### src/rtl/led_app_dispatcher.sv
// Key debouncer plus menu FSM that launches one of N_APPS sub-modules and muxes its frame onto the LED matrix.
// All outputs are registered; led follows state/inputs with one cycle of latency and there is no backpressure.
module led_app_dispatcher #(
  parameter int ROWS         = 16,
  parameter int COLS         = 16,
  parameter int N_APPS       = 4,
  parameter int N_KEYS       = 9,
  parameter int DEBOUNCE_CYC = 50000,
  localparam int SW          = (N_APPS > 1) ? $clog2(N_APPS) : 1
) (
  input  logic                        clk,
  input  logic                        rst,
  input  logic [N_KEYS-1:0]           keys,
  input  logic [N_APPS*ROWS*COLS-1:0] app_led,
  input  logic [N_APPS-1:0]           app_done,
  output logic [N_APPS-1:0]           app_en,
  output logic [N_KEYS-1:0]           app_keys,
  output logic [ROWS*COLS-1:0]        led,
  output logic [SW-1:0]               sel_idx,
  output logic                        busy
);

  localparam int FW = ROWS * COLS;
  localparam int CW = $clog2(DEBOUNCE_CYC + 1);

  typedef enum logic [1:0] {MENU, LAUNCH, RUN, EXIT} state_e;

  logic [N_KEYS-1:0] sync1_q, sync2_q, lvl_q, press_q;
  logic [CW-1:0]     cnt_q [N_KEYS];

  // A key's accepted level flips only once the synchronised level has differed for DEBOUNCE_CYC cycles in a row.
  always_ff @(posedge clk) begin
    if (rst) begin
      sync1_q <= '0;
      sync2_q <= '0;
      lvl_q   <= '0;
      press_q <= '0;
      for (int k = 0; k < N_KEYS; k++) cnt_q[k] <= '0;
    end else begin
      sync1_q <= keys;
      sync2_q <= sync1_q;
      press_q <= '0;
      for (int k = 0; k < N_KEYS; k++) begin
        if (sync2_q[k] == lvl_q[k]) begin
          cnt_q[k] <= '0;
        end else if (cnt_q[k] == CW'(DEBOUNCE_CYC - 1)) begin
          lvl_q[k]   <= sync2_q[k];
          press_q[k] <= sync2_q[k];
          cnt_q[k]   <= '0;
        end else begin
          cnt_q[k] <= cnt_q[k] + 1'b1;
        end
      end
    end
  end

  state_e            state_q, state_d;
  logic [SW-1:0]     sel_q, sel_d;
  logic [N_APPS-1:0] app_en_q, onehot;
  logic [N_KEYS-1:0] app_keys_q;
  logic [FW-1:0]     led_q, menu_frame;
  logic              busy_q, running;

  wire prev_p = press_q[0];
  wire next_p = press_q[1];
  wire sel_p  = press_q[2];
  wire esc_p  = press_q[N_KEYS-1];

  always_comb begin
    state_d = state_q;
    sel_d   = sel_q;
    case (state_q)
      MENU: begin
        if (sel_p) begin
          state_d = LAUNCH;
        end else if (next_p && !prev_p) begin
          sel_d = (sel_q == SW'(N_APPS - 1)) ? '0 : sel_q + 1'b1;
        end else if (prev_p && !next_p) begin
          sel_d = (sel_q == '0) ? SW'(N_APPS - 1) : sel_q - 1'b1;
        end
      end
      LAUNCH: state_d = RUN;
      RUN: begin
        if (app_done[sel_q] || esc_p) state_d = EXIT;
      end
      default: state_d = MENU;
    endcase
  end

  always_comb begin
    onehot        = '0;
    onehot[sel_q] = 1'b1;
  end

  // Menu picture: highlighted row fully lit, column 0 marks every row that has an app behind it.
  always_comb begin
    menu_frame = '0;
    for (int r = 0; r < ROWS; r++) begin
      for (int c = 0; c < COLS; c++) begin
        if (r == int'(sel_q) || (c == 0 && r < N_APPS)) menu_frame[r*COLS + c] = 1'b1;
      end
    end
  end

  assign running = (state_q == LAUNCH) || (state_q == RUN);

  always_ff @(posedge clk) begin
    if (rst) begin
      state_q    <= MENU;
      sel_q      <= '0;
      app_en_q   <= '0;
      app_keys_q <= '0;
      busy_q     <= 1'b0;
      led_q      <= '0;
    end else begin
      state_q    <= state_d;
      sel_q      <= sel_d;
      app_en_q   <= running ? onehot : '0;
      app_keys_q <= running ? lvl_q : '0;
      busy_q     <= running;
      case (state_q)
        MENU:        led_q <= menu_frame;
        LAUNCH, RUN: led_q <= app_led[int'(sel_q)*FW +: FW];
        default:     led_q <= '0;
      endcase
    end
  end

  assign app_en   = app_en_q;
  assign app_keys = app_keys_q;
  assign busy     = busy_q;
  assign led      = led_q;
  assign sel_idx  = sel_q;

endmodule

### config.mk
export PLATFORM = sky130hd
export DESIGN_NAME = led_app_dispatcher
export DESIGN_NICKNAME = d
export VERILOG_FILES = /design/src/rtl/led_app_dispatcher.sv
export SDC_FILE = /design/constraint.sdc
export NUM_CORES = 1
export LEC_CHECK = 0
export CORE_AREA = 3 3 502 504
export CTS_CLUSTER_SIZE = 24
export DETAILED_ROUTE_END_ITERATION = 16
export DIE_AREA = 0 0 505 507
export PLACE_DENSITY = 0.3
export SLEW_MARGIN = 30
export SYNTH_ARGS = -nofsm -noshare
export SYNTH_HDL_FRONTEND = slang
export SYNTH_SLANG_ARGS = --single-unit
### constraint.sdc
create_clock -name clk -period 4.7 [get_ports clk]
set_clock_uncertainty 0.1 [all_clocks]
set_input_delay 0.94 -clock clk [delete_from_list [all_inputs] [get_ports clk]]
set_output_delay 0.94 -clock clk [all_outputs]
set_load 0.05 [all_outputs]
==> impl_metrics.env, run 1 <==
export IMPL_cts_buffers=71
export IMPL_worst_path_dominant_cell_family="buffers and inverters"
export IMPL_setup_tns_ns=0
export IMPL_cp_slowest_cell="clkdlybuf4s50_1"
export IMPL_grt_overflow_total=0
export IMPL_clockRootBuffer="clkbuf_16"
export IMPL_die_area_sq_mm=0.256
export IMPL_start_kind="register"
export IMPL_grt_max_degree=89
export IMPL_vdd_drop_max_mv=0.261
export IMPL_core_area_sq_mm=0.248
export IMPL_vias=23200
export IMPL_ys_ff_latch=449
export IMPL_std_cell_rows=183
export IMPL_synth_area_top_cells="dfxtp_1 (27%), mux4_2 (25%), edfxtp_1 (19%)"
export IMPL_hold_buffers=0
export IMPL_grt_usage=0.188
export IMPL_cap_violations=0
export IMPL_p_leak_nw=14.8
export IMPL_arrival_ns=2.57
export IMPL_die_w_microns=505
export IMPL_status="finished clean"
export IMPL_synthCells=1844
export IMPL_setup_ws_ns=1.09
export IMPL_place_gp_congestion=1.02
export IMPL_worstSetupPathType="reg2out"
export IMPL_design_area_sq_mm=0.0427
export IMPL_drtIter0Drc=1716
export IMPL_path_buf_inv=1
export IMPL_avgSynthCellArea_sq_um=12.3
export IMPL_rsz0062_at_grt="no"
export IMPL_htreeDepth=3
export IMPL_die_h_microns=507
export IMPL_antenna_found_initial=277
export IMPL_vias_per_cell=3.46
export IMPL_hp_start="sync1_q[7]$_SDFF_PP0_"
export IMPL_synthArstFlopShare=0
export IMPL_drc=0
export IMPL_slew_headroom=0.308
export IMPL_rrSetupSlack_ns=1.95
export IMPL_start_util=0.0912
export IMPL_insertion_delay_ns=0.70
export IMPL_path_cells="clkdlybuf4s50_1"
export IMPL_ant_nets=0
export IMPL_dpl_hpwl_microns=222000
export IMPL_synth_top_area_share=0.270
export IMPL_ios=1311
export IMPL_cts_sinks=449
export IMPL_ctsResizeCount=0
export IMPL_grt_pass1_vias=23100
export IMPL_cp_slowest_stage_delay_ns=0.97
export IMPL_r2r_start="state_q[1]$_SDFFE_PP0P_"
export IMPL_post_cts_buffers=0
export IMPL_clock_fmax_mhz=277
export IMPL_yosys_warnings=0
export IMPL_cp_required_ns=3.66
export IMPL_finalMaxSlewViolations=0
export IMPL_placed_area_sq_mm=0.0402
export IMPL_hp_class="reg2reg"
export IMPL_crit_path_end_kind="primary output"
export IMPL_layout_nets=4320
export IMPL_synth_top_flop_cell="dfxtp_1"
export IMPL_fin_crit_sh=0.768
export IMPL_finalHoldViolCount=0
export IMPL_post_synth_top_count_cell="dfxtp_1"
export IMPL_portBuffers=1310
export IMPL_worst_pin_slew_ns=1.03
export IMPL_synth_edf_count=144
export IMPL_ys_seq_area_frac=0.461
export IMPL_clockBufferDepth=3
export IMPL_fin_crit_ns=3.61
export IMPL_wl_per_cell_microns=37.2
export IMPL_cts_tree="yes"
export IMPL_synthesis_area_sq_mm=0.0226
export IMPL_pre_cts_slack_ns=1.66
export IMPL_synth_commonest_cells="dfxtp_1 (305), mux4_2 (256), and3_1 (205)"
export IMPL_wl_microns=250000
export IMPL_powerDensity_mw_per_mm2=310
export IMPL_grt_pass1_wl_microns=302000
export IMPL_synth_top_area_cell="dfxtp_1"
export IMPL_drtPass1Iterations=7
export IMPL_setup_viol=0
export IMPL_area_growth_pct=88.9
export IMPL_cp_max_fo=1
export IMPL_clkTransAtPathRegs_ns=0.05
export IMPL_drive_above_1_share=0.128
export IMPL_ys_types=47
export IMPL_startpoint="led[65]$_SDFF_PP0_"
==> cell families after synthesis <==
| family | count (synthesis) | synth area share |
|---|---|---|
| compound gates | 25 | 0.00830 |
| xor+xnor | 131 | 0.0507 |
| fa+ha+maj | 17 | 0.00940 |
| buf+inv | 165 | 0.0299 |
| flops | 449 | 0.461 |
| mux | 265 | 0.259 |
| other cells | 1 | 0.000166 |
| simple gates | 791 | 0.182 |
==> state kept, by name (all words and copies together), names as in the netlist <==
signal and flops:
sync2_q 9, lvl_q 9, sel_idx 2, app_keys 9
sync1_q 9, state_q 2, press_q 4, led 256
cnt_q 144, busy 1, app_en 4
==> report_power, final <==
part / internal [W] / leakage [nW] / total [W] / switching, W
clock: 0.00329 / 1.18 / 0.00558 / 0.00229
combinational: 0.00137 / 9.65 / 0.00323 / 0.00186
sequential: 0.00426 / 3.96 / 0.00446 / 0.000205
total: 0.00892 / 14.8 / 0.0133 / 0.00436
==> per-layer routing <==
layer / GRT usage / routed length, microns / part of all wire / up-vias
met5: 0 / 637 / 0.0026 / -
met4: 0.0393 / 6350 / 0.025 / 100
met3: 0.0905 / 26900 / 0.11 / 508
met2: 0.311 / 117000 / 0.47 / 1398
met1: 0.220 / 98500 / 0.39 / 11500
li1: - / - / - / 9735
==> metrics by stage <==
| stage | power [W] | utilization | hold slack, ns | cells |
|---|---|---|---|---|
| global route | 0.0138 | 0.172 | 0.358 | 6675 |
| global placement | 0.00780 | 0.162 | 0.338 | 6521 |
| finish | 0.0133 | 0.172 | 0.342 | 6706 |
| detailed placement | 0.00778 | 0.162 | 0.330 | 6521 |
| CTS | 0.0136 | 0.172 | 0.346 | 6648 |
| floorplan | 0.00563 | - | 0.314 | 1987 |
==> area by class of cell <==
class,instances,area [sq um]
well taps,3330,4170
multi-input cells,1373,12100
clock buffers,105,2140
diodes,58,145
clock inverters,22,272
flip-flops and latches,449,10400
fillers,27700,205000
inverters,33,124
repair buffers,1336,13400
==> layout by cell type, fill, tap and decap left out, drive strengths merged, types with 3 or more instances in the layout <==
cell type,n
xnor2,107
dfxtp,305
inv,35
or3,4
buf,42
or4b,5
nand4,47
diode,58
nor4b,9
clkdlybuf4s50,1294
nor4,35
and4,5
nor2,173
mux2i,8
a21oi,8
nand3,47
mux4,256
edfxtp,144
ha,17
clkinv,16
nand2,167
clkbuf,105
conb,144
o21ai,9
and2,15
o41ai,3
xor2,24
nand2b,5
nor4bb,7
nor2b,22
or4,6
and3,205
nor3,32
==> final timing paths <==
| path | to | depth (start not counted) |
|---|---|---|
| worst max-delay path | led[65] | 1 |
| worst min-delay path | sync2_q[7]$_SDFF_PP0_ | 1 |
| worst max register to register | led[10]$_SDFF_PP0_ | 7 |
| worst min register to register | sync2_q[7]$_SDFF_PP0_ | 1 |
Power figures use the tool's default switching activity.
==> run 2: changes to the inputs <==
Settings changed: CORE_AREA 3 3 502 504 to 3 3 506 508, DIE_AREA 0 0 505 507 to 0 0 509 511.
Clock period 4.7 ns to 3.09 ns, I/O delays scaled along.
==> run 2 against run 1 <==
Combinational power grew 54%. Non-clock buffer count grew 20. Clock power grew 51%. Sequential power grew 53%. Count of clock-buffer cells in the layout shrank 3. First-iteration DRC count shrank 13%. Cell area grew 0.13%. Cell count grew 0.43%. Critical path depth is the same. Routed wire length grew 3.9%. Global-route usage grew 0.53 points. Highest routed layer unchanged.
==> impl_metrics.env, run 2 (same netlist as run 1, synthesis figures left out) <==
export IMPL_status="finished clean"
export IMPL_powerDensity_mw_per_mm2=472
export IMPL_ant_nets=0
export IMPL_final_common_cell="clkdlybuf4s50_1"
export IMPL_cap_violations=0
export IMPL_place_gp_congestion=1.01
export IMPL_wl_per_cell_microns=38.5
export IMPL_design_area_sq_mm=0.0428
export IMPL_hold_buffers=0
export IMPL_clock_fmax_mhz=344
export IMPL_cp_slowest_stage_delay_ns=0.91
export IMPL_crit_path_end_kind="primary output"
export IMPL_antenna_found_initial=276
export IMPL_drtIter0Drc=1491
export IMPL_drtPass1Iterations=5
export IMPL_worstSetupPathType="reg2out"
export IMPL_start_util=0.0899
export IMPL_die_h_microns=511
export IMPL_hp_class="in2reg"
export IMPL_insertion_delay_ns=0.67
export IMPL_place_inst=6559
export IMPL_post_cts_buffers=0
export IMPL_rrSetupSlack_ns=0.58
export IMPL_grt_pass1_vias=23500
export IMPL_clkTransAtPathRegs_ns=0.06
export IMPL_worst_pin_slew_ns=0.928
export IMPL_cp_max_fo=1
export IMPL_cts_buffers=70
export IMPL_placed_area_sq_mm=0.0403
export IMPL_wl_microns=260000
export IMPL_core_area_sq_mm=0.252
export IMPL_largest_reg_flops=256
export IMPL_vdd_drop_max_mv=0.352
export IMPL_arrival_ns=2.19
export IMPL_grt_usage=0.193
export IMPL_slew_headroom=0.380
export IMPL_worst_r2r_cell_count=4
export IMPL_fin_crit_sh=0.942
export IMPL_cts_tree="yes"
export IMPL_setup_worst_path_end="led[144]"
export IMPL_fillers=27900
export IMPL_htreeDepth=3
export IMPL_std_cell_rows=184
export IMPL_setup_tns_ns=0
export IMPL_die_w_microns=509
export IMPL_path_cells="clkdlybuf4s50_1"
export IMPL_timing_rr_end="cnt_q[5][6]$_SDFFCE_PN0P_"
export IMPL_fin_crit_ns=2.91
export IMPL_layout_nets=4339
export IMPL_pre_cts_slack_ns=0.541
export IMPL_vias=23200
export IMPL_layout_common_cells="clkdlybuf4s50_1 (1,209), dfxtp_1 (303), mux4_2 (256)"
export IMPL_instances_no_fill=6735
export IMPL_worst_path_dominant_cell_family="buffers and inverters"
export IMPL_rsz0062_at_grt="no"
export IMPL_vias_per_cell=3.44
export IMPL_cts_sinks=449
export IMPL_portBuffers=1310
export IMPL_p_leak_nw=15.1
export IMPL_cp_slowest_cell="clkdlybuf4s50_1"
export IMPL_area_growth_pct=89.2
export IMPL_start_kind="register"
export IMPL_drc=0
export IMPL_finalMaxSlewViolations=0
export IMPL_cp_required_ns=2.37
export IMPL_drive_above_1_share=0.159
export IMPL_setup_viol=0
export IMPL_grt_overflow_total=0
export IMPL_path_buf_inv=1
export IMPL_clockBufferDepth=3
export IMPL_grt_max_degree=114
export IMPL_ios=1311
export IMPL_grt_pass1_wl_microns=313000
export IMPL_setup_ws_ns=0.179
export IMPL_finalHoldViolCount=0
export IMPL_worstSetupPathDepth=1
export IMPL_dpl_hpwl_microns=231000
export IMPL_clockRootBuffer="clkbuf_16"
export IMPL_ctsResizeCount=0
export IMPL_r2r_start="cnt_q[5][11]$_SDFFCE_PN0P_"
export IMPL_startpoint="led[144]$_SDFF_PP0_"
export IMPL_final_core_util=0.170
export IMPL_die_area_sq_mm=0.260
-- run 2: cell type report --
type,instances,area (sq um),area share
antenna,49,123,0.00286
clock inverter,25,298,0.00696
timing repair buffer,1356,13500,0.315
tap,3348,4190,0.0979
clock buffer,102,2070,0.0483
multi-input combinational,1373,12100,0.282
sequential,449,10400,0.244
inverter,33,124,0.00289
-- run 2: per-stage QoR --
| step | hold WS, ns | power [W] |
|---|---|---|
| 6_report | 0.263 | 0.0202 |
| 3_5_place_dp | 0.329 | 0.0120 |
| 4_1_cts | 0.173 | 0.0207 |
| 2_1_floorplan | 0.314 | 0.00856 |
| 3_3_place_gp | 0.320 | 0.0120 |
| 5_1_grt | 0.206 | 0.0210 |
-- run 2: worst min path at each step --
stage	cells after the start	slack (ns)	from	endpoint
CTS	2	0.17	rst	lvl_q[2]$_SDFFE_PP0N_
global placement	1	0.32	sync1_q[2]$_SDFF_PP0_	sync2_q[2]$_SDFF_PP0_
floorplan	1	0.31	sync1_q[0]$_SDFF_PP0_	sync2_q[0]$_SDFF_PP0_
detailed placement	1	0.33	sync1_q[7]$_SDFF_PP0_	sync2_q[7]$_SDFF_PP0_
global route	2	0.21	rst	lvl_q[2]$_SDFFE_PP0N_
finish	2	0.26	rst	lvl_q[2]$_SDFFE_PP0N_
-- run 2: report_power, final --
group / internal [W] / switching, W / leakage (nW) / total (W)
Combinational: 0.00206 / 0.00292 / 9.96 / 0.00498
Clock: 0.00488 / 0.00354 / 1.16 / 0.00842
Sequential: 0.00648 / 0.000331 / 3.96 / 0.00681
Total: 0.0134 / 0.00679 / 15.1 / 0.0202
-- run 2: routing by layer --
metal / wire (microns) / up-vias / part of all wire / track usage
met5: 603 / - / 0.0023 / 0
met4: 6870 / 90 / 0.026 / 0.0369
met3: 22100 / 570 / 0.085 / 0.0690
met2: 123000 / 1283 / 0.47 / 0.326
met1: 107000 / 11500 / 0.41 / 0.236
li1: - / 9765 / - / -
==> variant 1, RTL diff (settings of run 2) <==
Put one more register stage on the output `led`, cleared by the reset. The value now appears one clock later. The other outputs are not delayed to match. Comments in the files are not updated.
--- a/src/rtl/led_app_dispatcher.sv
+++ b/src/rtl/led_app_dispatcher.sv
@@ -129,7 +129,13 @@
   assign app_en   = app_en_q;
   assign app_keys = app_keys_q;
   assign busy     = busy_q;
-  assign led      = led_q;
+  always_ff @(posedge clk) begin
+    if (rst) begin
+      led <= '0;
+    end else begin
+      led <= led_q;
+    end
+  end
   assign sel_idx  = sel_q;
 
 endmodule
Behaviour: not the same (a bounded check fails within 4 cycles, from zero or initial values and one cycle with rst high).
==> variant 1 against run 2 <==
- count of clock-buffer cells in the layout increased by 33
- sequential cell count increased by 256
- critical endpoint is now led[50]
- worst hold slack improved by 0.070 ns
- routed wire length decreased by 9.6%
- via count increased by 11%
- final cell count increased by 8.1%
- total power increased by 29%
- sequential share of layout area increased by 6.5 points
- register-to-register slack got worse by 0.19 ns
- setup slack improved by 0.13 ns
- area after synthesis increased by 30%
- final area increased by 18%
==> variant 1: results (changes against run 2) <==
Netlist cell types=52 (+11%); dpl ws=0.3933 ns (-0.1475 ns); number of CTS-inserted buffers=96 (+37%); hold path depth=1 (-1); DR vias/cell=3.520 (+2.3%); Hold/Removal Path Class=register to register; crit path DAT=2.07 ns (-0.12 ns); hold_sp=led_q[109]$_SDFF_PP0_; vias in the first global route=26439 (+13%); crit-path max cell delay=0.89 ns (-0.02 ns); Leak Pwr=18.19 nW (+21%); Finished Layout Cells=7280 (+8.1%); Max Fclk=359.0 MHz (+4.5%); post-synthesis xor/xnor area fraction=0.03841 (-0.01229); DP Cell Count=7068 (+7.8%); first-pass GRT wire length=295.6 mm (-5.7%); post-detail-place hpwl=204.4 mm (-11%); top post-synthesis cells by count=dfxtp_1, nor2b_1, mux4_2, and3_1, nor2_1; Max VDD drop=0.4262 mV (+21%); CTS root buf=clkbuf_16; dominant cells by area after synthesis=dfxtp_1, mux4_2, edfxtp_1; layout cell share with drive strength beyond 1=0.1507 (-0.008371); Worst Setup SP=led[50]$_SDFF_PP0_; CTS max path bufs=3 (unchanged); number of synthesized flops with an enable pin=144 (unchanged); Iter 0 DRT Violations=1537 (+3.1%); worst skew pair latency=0.72 ns (+0.05 ns); fin nets=4875 (+12%); worst reg2reg path startpoint=cnt_q[2][12]$_SDFFCE_PN0P_; placer congestion estimate=0.9071 (-10%); Setup crit end=led[50]; mux contribution to synthesized area=0.1985 (-0.06040); Synth Warn #=0 (unchanged); Compound-Gate Fraction of Synth Area=0.008423 (+0.0001284); Relative slew margins=0.3386 (-0.04092); Seq/Total Area, Yosys=0.5289 (+0.06790); Total Routing Usage GR=0.1752 (-0.01806); Cells after Synth=2383 (+29%); initial antenna violation count=204 (-26%); largest net degree at the start of global routing=118 (+3.5%); status=completed; Synth Area in Adders=0.007232 (-0.002169); hold endpoint=led[109]$_SDFF_PP0_; final WL=234.7 mm (-9.6%); reg2reg end=cnt_q[2][5]$_SDFFCE_PN0P_
-- variant 1: stage by stage --
stage	hold WS, ns	util	instance area, sq um	total power, mW
floorplan	0.3138	-	29950	11.75
global placement	0.3238	0.1863	46880	14.50
detailed placement	0.3247	0.1863	46880	14.51
CTS	0.2445	0.1997	50240	26.79
global route	0.2927	0.1997	50250	27.25
finish	0.3331	0.2000	50330	26.13
-- variant 1: power by group --
part	leakage, nW	internal, mW	switching (mW)
clock	1.65	7.12	4.79
sequential	6.02	9.92	0.313
combinational	10.5	1.96	2.04
-- variant 1: metal layers --
layer,share of wire,up-vias,track usage
li1,-,11341,-
met1,0.40,12519,0.2097
met2,0.48,1267,0.2964
met3,0.097,434,0.07066
met4,0.022,68,0.03033
met5,0.0019,-,0
-- variant 1: logic make-up after synthesis --
group | after synthesis
AO/OA/AOI/OAI | 35
XOR/XNOR | 129
adder cells (fa/ha/maj) | 17
buffers and inverters | 196
flip-flops | 705
multiplexers | 263
other | 1
AND/OR/NAND/NOR | 1037
-- variant 1: final cells by class --
class | count | area (sq um)
clock buffer | 135 | 2849
multi-input combinational | 1625 | 13620
inverter | 40 | 150.1
antenna | 37 | 92.59
clock inverter | 39 | 501.7
tap | 3348 | 4189
fill | 27510 | 201300
timing repair buffer | 1351 | 13370
sequential | 705 | 15560
-- variant 1: what timing repair did --
action | CTS | global route
endpoints found under the hold margin | 1 | 0
setup endpoints to repair | 1 | 0
gates resized for setup | 1 | 0
hold buffers | 1 | 0
==> variant 2, RTL diff (config.mk and constraints of run 2) <==
Made on the original files. The parameter `DEBOUNCE_CYC` goes from 50000 to 100000.
--- a/src/rtl/led_app_dispatcher.sv
+++ b/src/rtl/led_app_dispatcher.sv
@@ -5,7 +5,7 @@
   parameter int COLS         = 16,
   parameter int N_APPS       = 4,
   parameter int N_KEYS       = 9,
-  parameter int DEBOUNCE_CYC = 50000,
+  parameter int DEBOUNCE_CYC = 100000,
   localparam int SW          = (N_APPS > 1) ? $clog2(N_APPS) : 1
 ) (
   input  logic                        clk,
Behaviour: no difference found for any inputs over 4 cycles, from zero or initial values and one cycle with rst high; that may be too few to reach the edited logic, so the function may still have changed.
==> variant 2 against run 2 <==
- utilization increased by 0.28 points
- sequential cell count grew 9
- final area is 1.7% higher
- setup slack lost 0.016 ns
- total power grew 3.1%
- routed wire length up 3.8%
- area after synthesis grew 2.4%
- worst hold slack worse by 0.049 ns
- critical path depth is the same
- largest cell class unchanged
- highest routed layer unchanged
==> variant 2: results (changes against run 2) <==
Fillers=27897 (-0.061%); Netlist cell types=51 (+8.5%); metal3 WL=26.74 mm (+21%); post-route cell area=43510 sq um (+1.7%); dominant cells by area after synthesis=dfxtp_1, mux4_2, edfxtp_1; worst skew pair latency=0.71 ns (+0.04 ns); top post-synthesis cells by count=dfxtp_1, mux4_2, and3_1, nand2_1, nor2_1; routed length on met1=122.1 mm (+14%); Total Routing Usage GR=0.2007 (+0.007485); register-to-register setup slack=0.55 ns (-0.03 ns); worst reg2reg path startpoint=cnt_q[6][12]$_SDFFCE_PN0P_; status=completed; Setup crit end=led[15]; crit path DAT=2.21 ns (+0.02 ns); placer congestion estimate=1.013 (+0.48%); Iter 0 DRT Violations=1568 (+5.2%); initial antenna violation count=323 (+17%); Leak Pwr=15.42 nW (+2.3%); Seq/Total Area, Yosys=0.4618 (+0.0008111); largest net degree at the start of global routing=125 (+9.6%); Relative slew margins=0.3450 (-0.03447); layout cell share with drive strength beyond 1=0.1625 (+0.003426); WL/cell=39.62 microns (+2.8%); number of CTS-inserted buffers=73 (+4.3%); first-pass GRT wire length=324.5 mm (+3.5%); number of synthesized flops with an enable pin=153 (+6.3%); fin nets=4405 (+1.5%); reg2reg end=cnt_q[6][14]$_SDFFCE_PN0P_; DR vias=23775 (+2.5%)
-- variant 2: changes by cell type after synthesis, moves of 6 or more --
cell | before | now
nand4_1 | 47 | 66
edfxtp_1 | 144 | 153
nand2_1 | 167 | 173
and4_1 | 5 | 12
nand3_1 | 47 | 54
xor2_1 | 24 | 50
nor2_1 | 173 | 164
clkbuf_1 | 89 | 100
xnor2_1 | 107 | 85
-- variant 2: cell type report --
type,instances,share of cell area
Tap cell,3348,0.09628
Antenna cell,49,0.002818
Multi-Input combinational cell,1428,0.2853
Inverter,29,0.002502
Sequential cell,458,0.2461
Clock inverter,20,0.008454
Timing Repair Buffer,1359,0.3084
Clock buffer,109,0.05021
-- variant 2: power by group --
part	switching [mW]	internal [mW]	leakage, nW	total (mW)
Clock	3.65	5.35	1.24	9.00
Combinational	2.89	2.05	10.1	4.94
Sequential	0.290	6.61	4.05	6.90
-- variant 2: cells by family after synthesis --
family | Yosys count | share of synthesized area
other | 1 | 0.0001618
adders and majority gates | 17 | 0.009179
xor gates and xnor gates | 135 | 0.05103
DFF | 458 | 0.4618
AOI/OAI and AO/OA | 40 | 0.01253
and+or+nand+nor | 821 | 0.1856
muxes | 262 | 0.2515
buffers and inverters | 164 | 0.02829
-- variant 2: worst min-delay path by stage --
stage / endpoint / startpoint / slack, ns / cells past startpoint
floorplan: sync2_q[0]$_SDFF_PP0_ / sync1_q[0]$_SDFF_PP0_ / 0.31 / 1
global placement: sync2_q[3]$_SDFF_PP0_ / sync1_q[3]$_SDFF_PP0_ / 0.32 / 1
detailed placement: sync2_q[8]$_SDFF_PP0_ / sync1_q[8]$_SDFF_PP0_ / 0.32 / 1
CTS: lvl_q[7]$_SDFFE_PP0N_ / rst / 0.12 / 2
global route: lvl_q[7]$_SDFFE_PP0N_ / rst / 0.16 / 2
finish: lvl_q[7]$_SDFFE_PP0N_ / rst / 0.21 / 2
-- variant 2: metal layers --
metal,global-route usage,up-vias
li1,-,10020
met2,0.3048,1467
met4,0.03061,106
met1,0.2702,11636
met3,0.08091,546
met5,0,-
-- variant 2: metrics by stage --
step	std cells	hold slack, ns	setup WS [ns]
after floorplan	2050	0.3138	0.6134
after global placement	6622	0.3202	0.4823
after detailed placement	6622	0.3231	0.5177
after CTS	6751	0.1241	0.01751
after global routing	6758	0.1611	0.07844
final	6800	0.2146	0.1632
